===== src/rtl/pll_seq_pkg.sv =====
// pll_seq_pkg: shared state encoding, width helper and default sizing for the PLL reset sequencer.
package pll_seq_pkg;

    typedef enum logic [2:0] {IDLE, RESET_HOLD, WAIT_LOCK, STABLE, RUN, FAULT} state_t;

    function automatic int width_for(input int max_val);
        return (max_val < 2) ? 1 : $clog2(max_val + 1);
    endfunction

    localparam int DEF_RESET_CYCLES  = 16;
    localparam int DEF_LOCK_TIMEOUT  = 65535;
    localparam int DEF_STABLE_CYCLES = 256;
    localparam int DEF_MAX_RETRIES   = 3;
    localparam int DEF_CNT_W         = width_for(DEF_LOCK_TIMEOUT);
    localparam int DEF_RETRY_W       = width_for(DEF_MAX_RETRIES);

endpackage


===== src/rtl/pll_reset_sequencer_if.sv =====
// pll_reset_sequencer_if: enable/status/PLL-control bundle; slave is the sequencer, master its environment.
interface pll_reset_sequencer_if
    import pll_seq_pkg::*;
#(
    parameter int RETRY_W = DEF_RETRY_W
);
    logic               enable;
    logic               clear_status;
    logic               pll_lock_async;
    logic               pll_resetb;
    logic               pll_bypass;
    logic               rst_out_n;
    logic               locked;
    logic               fault;
    logic               lock_lost;
    logic [RETRY_W-1:0] retry_cnt;

    modport master (
        output enable, clear_status, pll_lock_async,
        input  pll_resetb, pll_bypass, rst_out_n, locked, fault, lock_lost, retry_cnt
    );

    modport slave (
        input  enable, clear_status, pll_lock_async,
        output pll_resetb, pll_bypass, rst_out_n, locked, fault, lock_lost, retry_cnt
    );
endinterface


===== src/rtl/sync_2ff.sv =====
// sync_2ff: two-flop synchronizer, asynchronous active-low reset to 0.
module sync_2ff #(
    parameter int W = 1
) (
    input  logic         clk,
    input  logic         rst_n,
    input  logic [W-1:0] i_d,
    output logic [W-1:0] o_q
);
    logic [W-1:0] r_meta, r_sync;

    always_ff @(posedge clk or negedge rst_n) begin
        if (!rst_n) begin
            r_meta <= '0;
            r_sync <= '0;
        end else begin
            r_meta <= i_d;
            r_sync <= r_meta;
        end
    end

    assign o_q = r_sync;
endmodule


===== src/rtl/pll_reset_sequencer.sv =====
// pll_reset_sequencer: drives PLL RESETB/BYPASS and releases the fabric reset once lock is stable.
// PLL_SEQ_BYPASS_FALLBACK_EN: on FAULT, bypass the PLL and release the fabric on the reference clock.
module pll_reset_sequencer
    import pll_seq_pkg::*;
#(
    parameter int RESET_CYCLES  = DEF_RESET_CYCLES,
    parameter int LOCK_TIMEOUT  = DEF_LOCK_TIMEOUT,
    parameter int STABLE_CYCLES = DEF_STABLE_CYCLES,
    parameter int MAX_RETRIES   = DEF_MAX_RETRIES,
    parameter int CNT_W         = DEF_CNT_W,
    parameter int RETRY_W       = DEF_RETRY_W
) (
    input  logic                 clk,
    input  logic                 rst_n,
    pll_reset_sequencer_if.slave bus
);
    localparam logic [CNT_W-1:0]   RH_LAST   = CNT_W'(RESET_CYCLES - 1);
    localparam logic [CNT_W-1:0]   TO_LAST   = CNT_W'(LOCK_TIMEOUT - 1);
    localparam logic [CNT_W-1:0]   ST_LAST   = CNT_W'(STABLE_CYCLES - 1);
    localparam logic [RETRY_W-1:0] RETRY_MAX = RETRY_W'(MAX_RETRIES);
`ifdef PLL_SEQ_BYPASS_FALLBACK_EN
    localparam logic FALLBACK = 1'b1;
`else
    localparam logic FALLBACK = 1'b0;
`endif

    state_t             r_state, w_next;
    logic [CNT_W-1:0]   r_cnt, w_cnt;
    logic [RETRY_W-1:0] r_retry, w_retry;
    logic               w_lock_s, w_lost_evt;
    logic               r_lock_lost, r_pll_resetb, r_pll_bypass, r_rst_out_n, r_locked, r_fault;

    sync_2ff #(.W(1)) u_lock_sync (
        .clk   (clk),
        .rst_n (rst_n),
        .i_d   (bus.pll_lock_async),
        .o_q   (w_lock_s)
    );

    always_comb begin
        w_next     = r_state;
        w_retry    = r_retry;
        w_lost_evt = 1'b0;
        if (!bus.enable) begin
            w_next  = IDLE;
            w_retry = '0;
        end else begin
            case (r_state)
                IDLE:       w_next = RESET_HOLD;
                RESET_HOLD: w_next = (r_cnt == RH_LAST) ? WAIT_LOCK : RESET_HOLD;
                WAIT_LOCK: begin
                    // a lock arriving on the timeout edge still wins
                    if (w_lock_s) begin
                        w_next = STABLE;
                    end else if (r_cnt == TO_LAST) begin
                        w_next  = (r_retry < RETRY_MAX) ? RESET_HOLD : FAULT;
                        w_retry = (r_retry < RETRY_MAX) ? r_retry + 1'b1 : r_retry;
                    end
                end
                STABLE: begin
                    w_next  = !w_lock_s ? WAIT_LOCK : (r_cnt == ST_LAST) ? RUN : STABLE;
                    w_retry = (w_lock_s && r_cnt == ST_LAST) ? '0 : r_retry;
                end
                RUN: begin
                    w_next     = w_lock_s ? RUN : RESET_HOLD;
                    w_lost_evt = !w_lock_s;
                end
                FAULT:   w_next = FAULT;
                default: w_next = IDLE;
            endcase
        end
        w_cnt = (w_next != r_state) ? '0 :
                (r_state inside {RESET_HOLD, WAIT_LOCK, STABLE}) ? r_cnt + 1'b1 : r_cnt;
    end

    // outputs are decoded from the next state so they change on the transition edge itself
    always_ff @(posedge clk or negedge rst_n) begin
        if (!rst_n) begin
            r_state      <= IDLE;
            r_cnt        <= '0;
            r_retry      <= '0;
            r_lock_lost  <= 1'b0;
            r_pll_resetb <= 1'b0;
            r_pll_bypass <= 1'b0;
            r_rst_out_n  <= 1'b0;
            r_locked     <= 1'b0;
            r_fault      <= 1'b0;
        end else begin
            r_state      <= w_next;
            r_cnt        <= w_cnt;
            r_retry      <= w_retry;
            r_lock_lost  <= w_lost_evt | (r_lock_lost & ~bus.clear_status);
            r_pll_resetb <= w_next inside {WAIT_LOCK, STABLE, RUN};
            r_pll_bypass <= FALLBACK & (w_next == FAULT);
            r_rst_out_n  <= (w_next == RUN) | (FALLBACK & (w_next == FAULT));
            r_locked     <= w_next == RUN;
            r_fault      <= w_next == FAULT;
        end
    end

    assign bus.pll_resetb = r_pll_resetb;
    assign bus.pll_bypass = r_pll_bypass;
    assign bus.rst_out_n  = r_rst_out_n;
    assign bus.locked     = r_locked;
    assign bus.fault      = r_fault;
    assign bus.lock_lost  = r_lock_lost;
    assign bus.retry_cnt  = r_retry;
endmodule


===== src/flat_wrapper.sv =====
// flat-port wrapper written by rule: the top's interface ports become plain ports
module pll_reset_sequencer_flat import pll_seq_pkg::*;
#(
    parameter int RESET_CYCLES  = DEF_RESET_CYCLES,
    parameter int LOCK_TIMEOUT  = DEF_LOCK_TIMEOUT,
    parameter int STABLE_CYCLES = DEF_STABLE_CYCLES,
    parameter int MAX_RETRIES   = DEF_MAX_RETRIES,
    parameter int CNT_W         = DEF_CNT_W,
    parameter int RETRY_W       = DEF_RETRY_W
)
  (clk, rst_n, bus_enable, bus_clear_status, bus_pll_lock_async, bus_pll_resetb, bus_pll_bypass, bus_rst_out_n, bus_locked, bus_fault, bus_lock_lost, bus_retry_cnt);
  pll_reset_sequencer_if #(.RETRY_W(RETRY_W)) bus_i ();
  input  logic clk;
  input  logic rst_n;
  input wire logic [$bits(bus_i.enable)-1:0] bus_enable;
  input wire logic [$bits(bus_i.clear_status)-1:0] bus_clear_status;
  input wire logic [$bits(bus_i.pll_lock_async)-1:0] bus_pll_lock_async;
  output wire logic [$bits(bus_i.pll_resetb)-1:0] bus_pll_resetb;
  output wire logic [$bits(bus_i.pll_bypass)-1:0] bus_pll_bypass;
  output wire logic [$bits(bus_i.rst_out_n)-1:0] bus_rst_out_n;
  output wire logic [$bits(bus_i.locked)-1:0] bus_locked;
  output wire logic [$bits(bus_i.fault)-1:0] bus_fault;
  output wire logic [$bits(bus_i.lock_lost)-1:0] bus_lock_lost;
  output wire logic [$bits(bus_i.retry_cnt)-1:0] bus_retry_cnt;
  assign bus_i.enable = bus_enable;
  assign bus_i.clear_status = bus_clear_status;
  assign bus_i.pll_lock_async = bus_pll_lock_async;
  assign bus_pll_resetb = bus_i.pll_resetb;
  assign bus_pll_bypass = bus_i.pll_bypass;
  assign bus_rst_out_n = bus_i.rst_out_n;
  assign bus_locked = bus_i.locked;
  assign bus_fault = bus_i.fault;
  assign bus_lock_lost = bus_i.lock_lost;
  assign bus_retry_cnt = bus_i.retry_cnt;
  pll_reset_sequencer #(.RESET_CYCLES(RESET_CYCLES), .LOCK_TIMEOUT(LOCK_TIMEOUT), .STABLE_CYCLES(STABLE_CYCLES), .MAX_RETRIES(MAX_RETRIES), .CNT_W(CNT_W), .RETRY_W(RETRY_W)) u_core (.clk(clk), .rst_n(rst_n), .bus(bus_i));
endmodule

===== config.mk =====
export PLATFORM = sky130hd
export DESIGN_NAME = pll_reset_sequencer_flat
export DESIGN_NICKNAME = d
export VERILOG_FILES = /design/src/rtl/pll_seq_pkg.sv /design/src/rtl/pll_reset_sequencer_if.sv /design/src/rtl/sync_2ff.sv /design/src/rtl/pll_reset_sequencer.sv /design/src/flat_wrapper.sv
export SDC_FILE = /design/constraint.sdc
export NUM_CORES = 1
export LEC_CHECK = 0
export CAP_MARGIN = 25
export CELL_PAD_IN_SITES_DETAIL_PLACEMENT = 2
export CELL_PAD_IN_SITES_GLOBAL_PLACEMENT = 2
export CORE_ASPECT_RATIO = 0.7
export CORE_UTILIZATION = 35
export CTS_CLUSTER_DIAMETER = 150
export DETAILED_ROUTE_END_ITERATION = 10
export DONT_BUFFER_PORTS = 1
export PLACE_DENSITY_LB_ADDON = 0.1
export SLEW_MARGIN = 0
export SYNTH_ARGS = -nofsm -noshare
export SYNTH_HDL_FRONTEND = slang
export SYNTH_SLANG_ARGS = --single-unit
export TNS_END_PERCENT = 30

===== constraint.sdc =====
create_clock -name clk -period 3.2 [get_ports clk]
set_input_delay 0.32 -clock clk [delete_from_list [all_inputs] [get_ports clk]]
set_output_delay 0.32 -clock clk [all_outputs]
set_load 0.05 [all_outputs]

==> impl_metrics.ini <==
[sta]
finalHoldViolations = 0
slew_headroom = 0.423
setup_violations = 0
finalCriticalPeriod_ns = 2.59
worst_pin_slew_ns = 0.866
holdWs_ns = 0.0674
clock_skew_ns = 0.0110
fmax_ghz = 0.386
setup_tns_ns = 0
rsz0062_at_grt = no
maxSlewViolCount = 0
period_share = 0.809

[floorplan]
die_area_um2 = 4640
core_area_um2 = 4040
die_h_um = 57.3
rows = 19
start_util = 0.378
num_io_pins = 13
die_x_um = 81.0

[clock_tree]
cts.htree.levels = 1
clkSinkCount = 27
cts_buffer_depth = 2
cts_root_buf = clkbuf_8
tritoncts = done
clk_latency_ns = 0.28
cts_buffers = 3
clk_pin_slew_ns = 0.08
cts_setup_buffers = 0

[outcome]
outcome = complete, no violations

[route]
avgViaCountPerCell = 5.61
routed_wl_um = 4300
drtIter0Drc = 58
detail-route-antenna-nets = 0
routedWlPerCell_um = 19.6
vias = 1234
first_pass_iters = 4
drc = 0

[synthesis]
syn_nets = 176
synth.ff_latch_count = 27
syn_area_um2 = 1530
avgSynthCellArea_um2 = 9.10
synth_cells = 168
ys_seq_area_frac = 0.442
synth.distinct_cells = 40
ys_warn_count = 0

[grt]
grt_max_degree = 28
grtUsageMet1 = 0.270
grt_pass1_vias = 1406
use_met3 = 0.0496
antenna_found_initial = 0
busiest_layer = met2
grt_pass1_wl_um = 7230
met2_usage = 0.361
globalRouteTotalUtil = 0.212
overflow = 0

[cells_and_area]
area_growth_pct = 7.04
drive_above_1_share = 0.0714
fin_nets = 177
fin_area_um2 = 1640
diodes = 0

[power]
ir_worst_vdd_uv = 158
switching_share = 0.246
switching_power_mw = 0.146
p_int_mw = 0.447
pwr-share-seq = 0.598
powerDensity_nw_per_um2 = 362
leakagePower_nw = 0.700
pwr-share-comb = 0.072
clockPowerShare = 0.330

[worst_setup_path]
reg2reg_depth = 6
cpPeakStageDelay_ns = 0.57
path_class = flip-flop to flip-flop
crit_slowest_cell = or4_1
r2r_setup_slack_ns = 0.61
cp-end-kind = flip-flop
crit_fanout = 16
crit_arrival_ns = 2.71
start_kind = flip-flop
cp_cell_sequence = or4_1, or3_1, or3_1, a32o_1, o211ai_2, nor2_1
crit_path_end = u_core.r_cnt[2]
timing.rr.start = u_core.r_cnt[4]
rr_endpoint = u_core.r_cnt[2]
required_ns = 3.33
cpMostUsedCell = or3_1
critPathLaunch = u_core.r_cnt[4]

[place]
place_area_um2 = 1560
port_buffers = 0
routabilityCongestion = 0.772
dpl.hpwl_um = 3190

[flow_run]
maxCapViolCount = 0

[min_path]
worstHoldPathType = input port to flip-flop
## area by class of cell
class                   instances  area (µm²)
fillers                       449        2400
multi-input cells             127         786
flip-flops and latches         27         676
well taps                      52        65.1
clock buffers                   3        41.3
repair buffers                  3        37.5
inverters                       7        26.3
clock inverters                 1        5.00
## power by group through the flow
stage / Combinational (mW) / Clock, mW / Sequential (mW)
after global routing: 0.0477 / 0.215 / 0.355
final: 0.0429 / 0.196 / 0.355
after global placement: 0.0307 / 0 / 0.360
after CTS: 0.0439 / 0.205 / 0.355
after floorplan: 0.0283 / 0 / 0.358
after detailed placement: 0.0327 / 0 / 0.361
## through the flow
step / instances / utilization / total power, mW / setup slack (ns)
after global placement: 214 / 0.386 / 0.391 / 0.740
final: 220 / 0.405 / 0.593 / 0.612
after global routing: 220 / 0.405 / 0.618 / 0.503
after CTS: 220 / 0.405 / 0.604 / 0.589
after detailed placement: 214 / 0.386 / 0.394 / 0.609
after floorplan: 168 / - / 0.386 / 0.889
## kinds of logic (layout without fill, tap and decap cells)
logic type      after synthesis  after routing  synth area share
other cells                   1              1           0.00245
buf+inv                      14             14            0.0442
compound gates               20             20            0.0925
xor+xnor                     14             14            0.0802
fa+ha+maj                     3              3            0.0246
mux                           3              3            0.0196
flops                        27             27             0.442
simple gates                 86             86             0.295
## cell usage after synthesis
library cell | count | share of area
or4_1 | 2 | 0.0098
clkbuf_1 | 4 | 0.0098
or3_1 | 3 | 0.012
a32o_1 | 1 | 0.0065
nand2b_1 | 1 | 0.0041
nand3_1 | 8 | 0.026
nand2_1 | 13 | 0.032
conb_1 | 1 | 0.0025
o21bai_1 | 2 | 0.0098
nor4_1 | 4 | 0.016
mux2i_1 | 3 | 0.020
o211ai_2 | 1 | 0.0082
nor2b_1 | 5 | 0.020
a211oi_1 | 1 | 0.0049
xor2_1 | 7 | 0.040
and4_1 | 2 | 0.011
or4_4 | 2 | 0.015
a32oi_1 | 1 | 0.0057
and3_1 | 1 | 0.0041
and2_1 | 3 | 0.012
nand4_1 | 7 | 0.029
xnor2_1 | 7 | 0.040
buf_6 | 1 | 0.0074
or3_4 | 1 | 0.0074
or2_2 | 1 | 0.0041
a41o_1 | 1 | 0.0065
o22ai_1 | 1 | 0.0041
inv_1 | 7 | 0.017
a31oi_1 | 2 | 0.0082
nor3_1 | 3 | 0.0098
buf_4 | 2 | 0.0098
o21ai_0 | 4 | 0.013
nor2_1 | 28 | 0.069
o21ba_2 | 1 | 0.0065
a21oi_1 | 4 | 0.013
and4b_1 | 1 | 0.0065
dfrtp_1 | 27 | 0.44
a311oi_1 | 1 | 0.0057
ha_1 | 3 | 0.025
nand4b_1 | 1 | 0.0057
## how the worst min path moves through the flow
stage,cells after the start,start,end,slack (ns)
2_1_floorplan,0,rst_n,u_core.bus.fault,0.02
3_3_place_gp,0,rst_n,u_core.r_cnt[10],0.03
3_5_place_dp,0,rst_n,u_core.r_cnt[14],0.02
4_1_cts,0,bus_pll_lock_async,u_core.u_lock_sync.r_meta,0.06
5_1_grt,0,bus_pll_lock_async,u_core.u_lock_sync.r_meta,0.05
6_report,0,bus_pll_lock_async,u_core.u_lock_sync.r_meta,0.07
## placed cells by master, fill, tap and decap left out, types with 4 or more instances in the layout
cell type  netlist  routed
nor2_1          28      28
dfrtp_1         27      27
nand4_1          7       7
nand3_1          8       8
xor2_1           7       7
inv_1            7       7
xnor2_1          7       7
a21oi_1          4       4
nor4_1           4       4
nand2_1         13      13
o21ai_0          4       4
nor2b_1          5       5
## state kept, by name (all words and copies together) (netlist names)
| name | flops |
|---|---|
| u_core.bus.pll_resetb | 1 |
| u_core.u_lock_sync.o_q | 1 |
| u_core.bus.rst_out_n | 1 |
| u_core.bus.retry_cnt | 2 |
| u_core.r_cnt | 16 |
| u_core.u_lock_sync.r_meta | 1 |
| u_core.bus.lock_lost | 1 |
| u_core.bus.fault | 1 |
| u_core.r_state | 3 |
## routing by layer
layer,vias up,part of all wire
met5,-,0
met4,0,0.010
met3,4,0.038
met2,25,0.48
met1,623,0.47
li1,582,-
## what timing repair did
action | 4_1_cts | 5_1_grt
gates resized for setup | 0 | 0
endpoints found under the hold margin | 27 | 0
hold buffers | 2 | 0
## worst max-delay path, delay by kind of cell, from the launching register on
kind	cells	cell delay, ns
compound gates	2	0.52
simple gates	4	1.46
flops	1	0.46
Note: power is estimated with default switching activity, not from simulation.
